==> src/rtl/imm_encoder.sv <==
// imm_encoder: two-stage pipelined RISC-V immediate encoder for the I-ALU,
// I-load, S and B formats, with valid/ready on both sides.
// Optional feature macro: IMM_ENC_RANGE_CHECK_EN. When it is defined,
// out-of-range immediates are replaced by a NOP and flagged on err_o and
// counted in err_count_o. When it is undefined, immediates are truncated
// into their fields and err_o/err_count_o read as zero.
module imm_encoder #(
    parameter int CNT_W = 16,
    parameter int ERR_W = 8
) (
    input  logic             clk_i,
    input  logic             rst_i,
    input  logic             in_valid_i,
    output logic             in_ready_o,
    input  logic [1:0]       fmt_i,
    input  logic [31:0]      imm_i,
    input  logic [4:0]       rd_i,
    input  logic [4:0]       rs1_i,
    input  logic [4:0]       rs2_i,
    input  logic [2:0]       funct3_i,
    output logic             out_valid_o,
    input  logic             out_ready_i,
    output logic [31:0]      ins_o,
    output logic             err_o,
    output logic [CNT_W-1:0] count_o,
    output logic [ERR_W-1:0] err_count_o
);

    localparam logic [1:0]  FMT_I_ALU = 2'b00;
    localparam logic [1:0]  FMT_I_LD  = 2'b01;
    localparam logic [1:0]  FMT_S     = 2'b10;
    localparam logic [1:0]  FMT_B     = 2'b11;
    localparam logic [31:0] NOP_INS   = 32'h0000_0013;

    // Stage 1 state: request fields; only imm[12:0] ever reaches a field.
    logic        s1_valid_q, s1_valid_d;
    logic [1:0]  s1_fmt_q,   s1_fmt_d;
    logic [12:0] s1_imm_q,   s1_imm_d;
    logic [4:0]  s1_rd_q,    s1_rd_d;
    logic [4:0]  s1_rs1_q,   s1_rs1_d;
    logic [4:0]  s1_rs2_q,   s1_rs2_d;
    logic [2:0]  s1_f3_q,    s1_f3_d;

    // Stage 2 state: packed word driven straight onto ins_o.
    logic        s2_valid_q, s2_valid_d;
    logic [31:0] s2_ins_q,   s2_ins_d;

    logic [CNT_W-1:0] count_q, count_d;

    // Handshake and packing intermediates.
    logic        s2_adv_s;
    logic        s1_adv_s;
    logic        in_fire_s;
    logic        out_fire_s;
    logic [6:0]  opcode_s;
    logic [31:0] pack_s;

`ifdef IMM_ENC_RANGE_CHECK_EN
    logic             range_err_s;
    logic             s1_err_q, s1_err_d;
    logic             s2_err_q, s2_err_d;
    logic [ERR_W-1:0] err_cnt_q, err_cnt_d;
`else
    // Upper immediate bits have no destination when truncating.
    logic             unused_imm_s;
    assign unused_imm_s = ^imm_i[31:13];
`endif

    // Pipeline advance conditions; in_ready_o never looks at in_valid_i.
    always_comb begin
        s2_adv_s   = !s2_valid_q || out_ready_i;
        s1_adv_s   = s1_valid_q && s2_adv_s;
        in_ready_o = !s1_valid_q || s2_adv_s;
        in_fire_s  = in_valid_i && in_ready_o;
        out_fire_s = s2_valid_q && out_ready_i;
    end

`ifdef IMM_ENC_RANGE_CHECK_EN
    // Range detector: I/S need a 12-bit signed value, B a 13-bit even one.
    always_comb begin
        range_err_s = 1'b0;
        case (fmt_i)
            FMT_B: begin
                range_err_s = !((&imm_i[31:12]) || !(|imm_i[31:12])) || imm_i[0];
            end
            FMT_I_ALU, FMT_I_LD, FMT_S: begin
                range_err_s = !((&imm_i[31:11]) || !(|imm_i[31:11]));
            end
            default: begin
                range_err_s = 1'b0;
            end
        endcase
    end
`endif

    // Stage 1 next state: load on accept, empty when handed to stage 2.
    always_comb begin
        s1_valid_d = s1_valid_q;
        s1_fmt_d   = s1_fmt_q;
        s1_imm_d   = s1_imm_q;
        s1_rd_d    = s1_rd_q;
        s1_rs1_d   = s1_rs1_q;
        s1_rs2_d   = s1_rs2_q;
        s1_f3_d    = s1_f3_q;
`ifdef IMM_ENC_RANGE_CHECK_EN
        s1_err_d   = s1_err_q;
`endif
        if (in_fire_s) begin
            s1_valid_d = 1'b1;
            s1_fmt_d   = fmt_i;
            s1_imm_d   = imm_i[12:0];
            s1_rd_d    = rd_i;
            s1_rs1_d   = rs1_i;
            s1_rs2_d   = rs2_i;
            s1_f3_d    = funct3_i;
`ifdef IMM_ENC_RANGE_CHECK_EN
            s1_err_d   = range_err_s;
`endif
        end else if (s1_adv_s) begin
            s1_valid_d = 1'b0;
        end else begin
            s1_valid_d = s1_valid_q;
        end
    end

    // Opcode select and field packing from the stage-1 registers.
    always_comb begin
        opcode_s = 7'b0010011;
        pack_s   = 32'h0000_0000;
        case (s1_fmt_q)
            FMT_I_ALU: opcode_s = 7'b0010011;
            FMT_I_LD:  opcode_s = 7'b0000011;
            FMT_S:     opcode_s = 7'b0100011;
            FMT_B:     opcode_s = 7'b1100011;
            default:   opcode_s = 7'b0010011;
        endcase
        case (s1_fmt_q)
            FMT_S: begin
                pack_s = {s1_imm_q[11:5], s1_rs2_q, s1_rs1_q, s1_f3_q,
                          s1_imm_q[4:0], opcode_s};
            end
            FMT_B: begin
                pack_s = {s1_imm_q[12], s1_imm_q[10:5], s1_rs2_q, s1_rs1_q,
                          s1_f3_q, s1_imm_q[4:1], s1_imm_q[11], opcode_s};
            end
            default: begin
                pack_s = {s1_imm_q[11:0], s1_rs1_q, s1_f3_q, s1_rd_q, opcode_s};
            end
        endcase
    end

    // Stage 2 next state: take stage 1 when it advances, else drain or hold.
    always_comb begin
        s2_valid_d = s2_valid_q;
        s2_ins_d   = s2_ins_q;
`ifdef IMM_ENC_RANGE_CHECK_EN
        s2_err_d   = s2_err_q;
`endif
        if (s1_adv_s) begin
            s2_valid_d = 1'b1;
`ifdef IMM_ENC_RANGE_CHECK_EN
            s2_ins_d   = s1_err_q ? NOP_INS : pack_s;
            s2_err_d   = s1_err_q;
`else
            s2_ins_d   = pack_s;
`endif
        end else if (out_fire_s) begin
            s2_valid_d = 1'b0;
        end else begin
            s2_valid_d = s2_valid_q;
        end
    end

    // Accepted-request counter, wraps naturally.
    always_comb begin
        if (in_fire_s) begin
            count_d = count_q + {{(CNT_W-1){1'b0}}, 1'b1};
        end else begin
            count_d = count_q;
        end
    end

`ifdef IMM_ENC_RANGE_CHECK_EN
    // Delivered-error counter, saturating at all-ones.
    always_comb begin
        if (out_fire_s && s2_err_q && !(&err_cnt_q)) begin
            err_cnt_d = err_cnt_q + {{(ERR_W-1){1'b0}}, 1'b1};
        end else begin
            err_cnt_d = err_cnt_q;
        end
    end
`endif

    // State registers; reset drops in-flight entries and clears counters.
    always_ff @(posedge clk_i or negedge rst_i) begin
        if (!rst_i) begin
            s1_valid_q <= 1'b0;
            s1_fmt_q   <= 2'b00;
            s1_imm_q   <= 13'h0000;
            s1_rd_q    <= 5'd0;
            s1_rs1_q   <= 5'd0;
            s1_rs2_q   <= 5'd0;
            s1_f3_q    <= 3'd0;
            s2_valid_q <= 1'b0;
            s2_ins_q   <= 32'h0000_0000;
            count_q    <= {CNT_W{1'b0}};
`ifdef IMM_ENC_RANGE_CHECK_EN
            s1_err_q   <= 1'b0;
            s2_err_q   <= 1'b0;
            err_cnt_q  <= {ERR_W{1'b0}};
`endif
        end else begin
            s1_valid_q <= s1_valid_d;
            s1_fmt_q   <= s1_fmt_d;
            s1_imm_q   <= s1_imm_d;
            s1_rd_q    <= s1_rd_d;
            s1_rs1_q   <= s1_rs1_d;
            s1_rs2_q   <= s1_rs2_d;
            s1_f3_q    <= s1_f3_d;
            s2_valid_q <= s2_valid_d;
            s2_ins_q   <= s2_ins_d;
            count_q    <= count_d;
`ifdef IMM_ENC_RANGE_CHECK_EN
            s1_err_q   <= s1_err_d;
            s2_err_q   <= s2_err_d;
            err_cnt_q  <= err_cnt_d;
`endif
        end
    end

    assign out_valid_o = s2_valid_q;
    assign ins_o       = s2_ins_q;
    assign count_o     = count_q;
`ifdef IMM_ENC_RANGE_CHECK_EN
    assign err_o       = s2_err_q;
    assign err_count_o = err_cnt_q;
`else
    assign err_o       = 1'b0;
    assign err_count_o = {ERR_W{1'b0}};
`endif

endmodule

==> config.mk <==
export PLATFORM = sky130hd
export DESIGN_NAME = imm_encoder
export DESIGN_NICKNAME = d
export VERILOG_FILES = /design/src/rtl/imm_encoder.sv
export SDC_FILE = /design/constraint.sdc
export NUM_CORES = 1
export LEC_CHECK = 0
export ABC_AREA = 1
export ABC_CLOCK_PERIOD_IN_PS = 1400
export CELL_PAD_IN_SITES_DETAIL_PLACEMENT = 0
export CELL_PAD_IN_SITES_GLOBAL_PLACEMENT = 2
export CORE_MARGIN = 2
export CORE_UTILIZATION = 24
export CTS_BUF_LIST = sky130_fd_sc_hd__clkbuf_4 sky130_fd_sc_hd__clkbuf_8
export DETAILED_ROUTE_END_ITERATION = 12
export GPL_TIMING_DRIVEN = 0
export MAX_ROUTING_LAYER = met4
export PLACE_DENSITY = 0.75
export SLEW_MARGIN = 20
export SYNTH_ARGS = -nofsm -noshare
export SYNTH_HDL_FRONTEND = slang
export SYNTH_SLANG_ARGS = --single-unit
==> constraint.sdc <==
create_clock -name clk_i -period 1.4 [get_ports clk_i]
set_clock_uncertainty 0.1 [all_clocks]
set_input_delay 0.21 -clock clk_i [delete_from_list [all_inputs] [get_ports clk_i]]
set_output_delay 0.21 -clock clk_i [all_outputs]
set_load 0.1 [all_outputs]
==> key figures, run 1 <==
Run status
  • Status: finished with violations
  • Failing checks: negative setup slack

Flow run
  • Max-Cap Viols: 0

Global routing
  • Grt ovf: 0
  • Initial antenna violation count: 0
  • Gr usage total: 13.6%
  • Maximum number of pins on one net before global-route repair: 49
  • First-pass GRT wire length: 15900 um
  • Vias in the first global route: 3003

Worst setup path
  • Endpoint class of the critical path: primary output
  • Crit path kind: flip-flop to primary output
  • Crit-path max FO: 3
  • CP arrival: 1.19 ns
  • Startpoint types: flip-flop
  • Critical Path RT: 1.09 ns

Synthesis
  • Post-synthesis instance total: 408
  • Netlist cell types: 27
  • Post-synthesis cell area: 3490 sq um
  • Syn avg cell area: 8.54 sq um
  • Register area share after synthesis: 57.4%
  • Warnings from Yosys: 0
  • FF+latch count, synth: 80

Routing
  • Via count: 2957
  • Violation count after the first detailed-route iteration: 135
  • Wire per inst: 13.7 um
  • DR DRC count: 0
  • DR vias/cell: 4.12
  • Final wirelength: 9830 um
  • Drt pass-1 iters: 4
  • Post-DRT Antenna Nets: 0

Placed design
  • Placed Instances: 687
  • Placer Congestion: 0.736
  • Setup WS pre-CTS: -0.974 ns
  • Cell Area, Placed: 4680 sq um
  • Port bufs: 84
  • HPWL Detailed: 6520 um

CTS
  • Worst-Skew Late Latency: 0.37 ns
  • H-tree levels: 3
  • CTS max path bufs: 2
  • Clk root buf: clkbuf_8
  • Clock-pin slew on the worst setup and hold paths: 0.09 ns
  • CTS tree: done
  • TritonCTS Buffers: 9
  • Clk sinks: 80

Floorplanning
  • Rows: 44
  • Die X: 125 um
  • Initial core utilization: 24.3%
  • Core Area: 14400 sq um
  • Die H: 125 um
  • I/O pin cnt: 115
  • DIE AREA: 15500 sq um

Pwr
  • Power share of the combinational group: 50.9%
  • Clock power share: 17.5%
  • Cell Int Power: 0.00524 W
  • Switching share of power: 50.6%
  • Switching power: 0.00538 W
  • Pwr Density: 1990 nW/um^2
  • Maximum VDD drop: 1690 uV
  • LEAKAGE: 2.57 nW
  • Sequential power share: 31.6%

Final layout
  • Fillers: 1489
  • Register cell area after layout: 2030 sq um
  • Most common cell after layout, fill and taps aside: nand2_1
  • Area of the multi-input gates: 1370 sq um
  • Commonest cells after routing, fill and taps aside: nand2_1, dfrtp_1, buf_4, clkdlybuf4s50_1, buf_6
  • Post-Layout Cell Count: 717
  • Inserted Diodes: 0
  • Fin area: 5330 sq um
  • Fraction of layout cells with a size suffix above 1: 28.0%
  • NumNets Final: 585
  • Area added between synthesis and finish: 53.0%
  • Final core utilization: 37.1%

Worst hold path
  • Worst min-delay path class: primary input to asynchronous set/reset pin

Timing
  • Final Worst Setup Slack: -0.101 ns
  • Final hold slack: 0.212 ns
  • Max Clk Rate: 666 MHz
  • Final setup fails: 45
  • Pins Over Slew Limit: 0
  • Final period util: 107%
  • Fin. Hold Viols: 0
  • Minimum clock period: 1.50 ns
  • RSZ-0062 raised after global routing: yes
logic make-up (layout without fill, tap and decap cells):
family / count (synthesis) / in the layout / share of synthesized area [%]
buf+inv: 54 / 168 / 8.18
fa+ha+maj: 1 / 1 / 0.359
xor+xnor: 6 / 6 / 1.51
compound gates: 33 / 33 / 5.13
simple gates: 233 / 234 / 27.3
other cells: 1 / 11 / 0.108
flops: 80 / 80 / 57.4
layer usage:
layer / part of all wire, % / GRT usage (%) / vias up
li1: - / - / 1483
met1: 46 / 17.2 / 1411
met5: 0 / - / -
met4: 1.1 / 3.77 / 0
met2: 48 / 21.2 / 53
met3: 4.6 / 4.12 / 10
what timing repair did:
| item | 4_1_cts | 5_1_grt |
|---|---|---|
| setup endpoints to repair | 83 | 92 |
| endpoints found under the hold margin | 32 | 0 |
| gates cloned | 1 | 4 |
| pin swaps | 11 | 7 |
| setup buffers | 4 | 4 |
| gates resized for setup | 349 | 39 |
| hold buffers | 1 | 0 |
final cells by class:
type | count | share of cell area (%)
clock inverters | 5 | 1.17
repair inverters | 1 | 0.164
inverters | 28 | 2.35
flip-flops and latches | 80 | 38.1
repair buffers | 97 | 20.7
plain buffers | 26 | 4.72
clock buffers | 11 | 2.84
multi-input cells | 285 | 25.7
well taps | 184 | 4.32
registers in the layout, indices dropped and copies added (netlist names):
signal and count:
s1_fmt_q 2, out_valid_o 1, ins_o 29, s1_f3_q 3, s1_valid_q 1, s1_rd_q 5
s1_rs1_q 5, s1_imm_q 13, s1_rs2_q 5, count_o 16
metrics by stage:
stage	power (W)	TNS [ns]
after detailed placement	0.00834	-39.12
after CTS	0.0105	-1.06
after global placement	0.00830	-285.10
after global routing	0.0111	-5.83
after floorplan	0.00703	-15.48
final	0.0106	-1.73
power by group through the flow:
stage / clock network (W) / logic (W) / registers [W]
after floorplan: 0 / 0.000999 / 0.00603
after global placement: 0 / 0.00498 / 0.00332
after detailed placement: 0 / 0.00501 / 0.00333
after CTS: 0.00193 / 0.00522 / 0.00335
after global routing: 0.00202 / 0.00567 / 0.00345
final: 0.00186 / 0.00541 / 0.00335
final timing paths:
kind                                   from           to  slack, ns  depth (start not counted)
min in group clk_i                 rs2_i[3]  s1_rs2_q[3]       0.26                          3
worst min-delay path                  rst_i   s1_rd_q[3]       0.21                          2
worst max-delay path            out_valid_o   in_ready_o      -0.10                          2
worst min register to register   s1_f3_q[2]    ins_o[14]       0.37                          2
worst max register to register  out_valid_o  s1_rs1_q[3]      -0.07                          6
max in group asynchronous             rst_i   count_o[6]       0.36                          3
worst max-delay path, stage by stage (launching register included):
cell	delay, ns
dfrtp_4	0.52
nand3_4	0.11
buf_12	0.18
synth_stat cells:
library cell  instances  share of area (%)
nand3_2               1               0.29
nor2_4                3               0.97
nand2_4               1               0.32
nor3_1                1               0.14
nand4_1               4               0.72
nand3b_1              2               0.43
inv_2                 2               0.22
o21ai_0              12                1.7
o31ai_1               1               0.22
buf_4                16                3.4
inv_1                26                2.8
xor2_1                5                1.3
nand3_1              11                1.6
or2_2                 1               0.18
nor2_1               24                2.6
a31oi_1               9                1.6
clkbuf_1              2               0.22
dfrtp_1              80                 57
ha_1                  1               0.36
buf_2                 6               0.86
xnor2_1               1               0.25
nor2_2                2               0.36
nand2_1             183                 20
a21oi_1               2               0.29
buf_6                 2               0.65
conb_1                1               0.11
o21ai_1               9                1.3
(Power assumes the default switching activity.)
==> run 2, diff against run 1 <==
--- a/config.mk
+++ b/config.mk
@@ -16,6 +16,7 @@
 export GPL_TIMING_DRIVEN = 0
 export MAX_ROUTING_LAYER = met4
 export PLACE_DENSITY = 0.75
+export REMOVE_ABC_BUFFERS = 1
 export SLEW_MARGIN = 20
 export SYNTH_ARGS = -nofsm -noshare
 export SYNTH_HDL_FRONTEND = slang
==> key figures, run 2 (synthesis gave the netlist of run 1 again) <==
Final layout
  • Post-Layout Cell Count: 705 (-1.7%)
  • Fraction of layout cells with a size suffix above 1: 27.1% (-0.89 points)
  • Register cell area after layout: 2020 sq um (-0.49%)
  • Area added between synthesis and finish: 47.0%
  • NumNets Final: 573 (-2.1%)
  • Largest register FFs: 29 (unchanged)
  • Inserted Diodes: 0 (unchanged)
  • Fillers: 1480 (-0.60%)
  • Most common cell after layout, fill and taps aside: nand2_1
  • Commonest cells after routing, fill and taps aside: nand2_1, dfrtp_1, buf_4, clkdlybuf4s50_1, inv_1
  • Area of the multi-input gates: 1370 sq um (+0.18%)

Routing
  • Drt pass-1 iters: 6 (+2)
  • Wire per inst: 14.0 um (+2.4%)
  • Via count: 2883 (-2.5%)
  • Post-DRT Antenna Nets: 0 (unchanged)
  • DR DRC count: 0 (unchanged)
  • DR vias/cell: 4.09 (-0.84%)
  • Violation count after the first detailed-route iteration: 163 (+21%)
  • Final wirelength: 9900 um (+0.66%)

Worst setup path
  • R2R Path End: count_o[4]
  • R2r setup slk: -0.03 ns (+0.04 ns)
  • Reg-to-Reg Start: s1_valid_q
  • Cell family with most CP delay: flip-flops
  • Max stage delay cell, worst path: dfrtp_2
  • Critical Path RT: 1.09 ns (about the same)
  • Slowest stage delay, CP: 0.44 ns (-0.08 ns)
  • Startpoint types: flip-flop
  • Cells on worst reg2reg path: 6 (unchanged)
  • Cells along the critical path: nand3_4, buf_12
  • Crit path kind: flip-flop to primary output
  • Crit-path max FO: 4 (+1)
  • Endpoint class of the critical path: primary output
  • CP arrival: 1.13 ns (-0.06 ns)
  • Critical path buffers and inverters: 1 (unchanged)

Floorplanning
  • Die H: 125 um (unchanged)
  • Initial core utilization: 24.3% (unchanged)
  • Rows: 44 (unchanged)
  • I/O pin cnt: 115 (unchanged)
  • DIE AREA: 15500 sq um (unchanged)
  • Die X: 125 um (unchanged)
  • Core Area: 14400 sq um (unchanged)

Placed design
  • Placed Instances: 661 (-3.8%)
  • Port bufs: 84 (unchanged)
  • Placer Congestion: 0.752 (+2.2%)
  • HPWL Detailed: 5480 um (-16%)

Pwr
  • LEAKAGE: 2.45 nW (-4.7%)
  • Maximum VDD drop: 1080 uV (-36%)
  • Pwr Density: 2060 nW/um^2 (+3.5%)

Run status
  • Failing checks: negative setup slack
  • Status: finished with violations

Global routing
  • Grt ovf: 0 (unchanged)
  • Vias in the first global route: 2802 (-6.7%)
  • Gr usage total: 13.4% (-0.22 points)
  • First-pass GRT wire length: 15500 um (-2.6%)
  • Initial antenna violation count: 0 (unchanged)
  • Maximum number of pins on one net before global-route repair: 48 (-2.0%)

Timing
  • Final Worst Setup Slack: -0.0399 ns (+0.0610 ns)
  • Slew headroom: 56.8%
  • Final hold slack: 0.239 ns (+0.0271 ns)
  • Minimum clock period: 1.44 ns (-0.0610 ns)
  • Max Clk Rate: 694 MHz (+4.2%)
  • Pins Over Slew Limit: 0 (unchanged)
  • Fin. Hold Viols: 0 (unchanged)
  • Final setup fails: 6 (-87%)
  • Final period util: 103% (-4.4 points)
  • Worst-Margin Slew: 0.648 ns
  • RSZ-0062 raised after global routing: yes

CTS
  • H-tree levels: 3 (unchanged)
  • Clk sinks: 80 (unchanged)
  • Worst-Skew Late Latency: 0.37 ns (about the same)
  • CTS tree: done
  • TritonCTS Buffers: 9 (unchanged)
  • Clock-pin slew on the worst setup and hold paths: 0.09 ns (about the same)
  • Clk root buf: clkbuf_8
  • CTS max path bufs: 2 (unchanged)

Flow run
  • Max-Cap Viols: 0 (unchanged)

Worst hold path
  • Worst min-delay path class: primary input to asynchronous set/reset pin
## run 2: cell type report
class | instances | share of cell area, %
clock buffers | 13 | 3.25
clock inverters | 3 | 0.781
inverters | 28 | 2.76
multi-input cells | 287 | 26.8
flip-flops and latches | 80 | 39.4
well taps | 184 | 4.49
repair buffers | 108 | 22.0
repair inverters | 2 | 0.488
## run 2: worst max path at each step
stage           startpoint     endpoint  cells after the start
6_report        s1_valid_q   in_ready_o                      2
2_1_floorplan  out_valid_o   count_o[4]                      5
5_1_grt         s1_valid_q   count_o[2]                      6
3_3_place_gp         rst_i  s1_rs2_q[4]                      1
4_1_cts        out_valid_o   in_ready_o                      2
3_5_place_dp   out_ready_i     ins_o[1]                      6
## run 2: routing by layer
| metal | part of all wire [%] | vias up | GRT usage, % |
|---|---|---|---|
| met5 | 0 | - | - |
| met4 | 1.2 | 0 | 4.76 |
| met3 | 4.1 | 9 | 3.22 |
| met2 | 47 | 66 | 20.1 |
| met1 | 48 | 1345 | 17.7 |
| li1 | - | 1463 | - |
## run 2: metrics by stage
| stage | cell area [sq um] | total power (W) | worst slack (ns) | setup TNS (ns) | util [%] |
|---|---|---|---|---|---|
| CTS | 4880 | 0.0104 | -0.112 | -0.234 | 34.0 |
| finish | 5120 | 0.0106 | -0.0399 | -0.148 | 35.7 |
| global placement | 4410 | 0.00813 | -3.05 | -331.04 | 30.7 |
| detailed placement | 4440 | 0.00817 | -1.33 | -87.60 | 30.9 |
| floorplan | 3340 | 0.00689 | -1.52 | -93.32 | - |
| global route | 5120 | 0.0111 | -0.104 | -2.04 | 35.7 |
## run 2: report_power, final
| part | internal [W] | total, W | switching (W) |
|---|---|---|---|
| clock | 0.000957 | 0.00183 | 0.000873 |
| combinational | 0.00139 | 0.00541 | 0.00402 |
| sequential | 0.00285 | 0.00332 | 0.000469 |
## run 2: worst reg2reg max path, stage by stage, from the launching register on
cell     delay [ns]
dfrtp_2        0.44
nand3_4        0.14
buf_12         0.14
nand2_4        0.15
inv_16         0.16
nand2_1        0.07
xnor2_1        0.12
## run 2: repair_timing
action	4_1_cts	5_1_grt
setup buffers	10	12
pin swaps	5	14
gates resized for setup	351	45
setup endpoints to repair	125	69
hold buffers	1	0
endpoints found under the hold margin	33	0
gates cloned	4	1
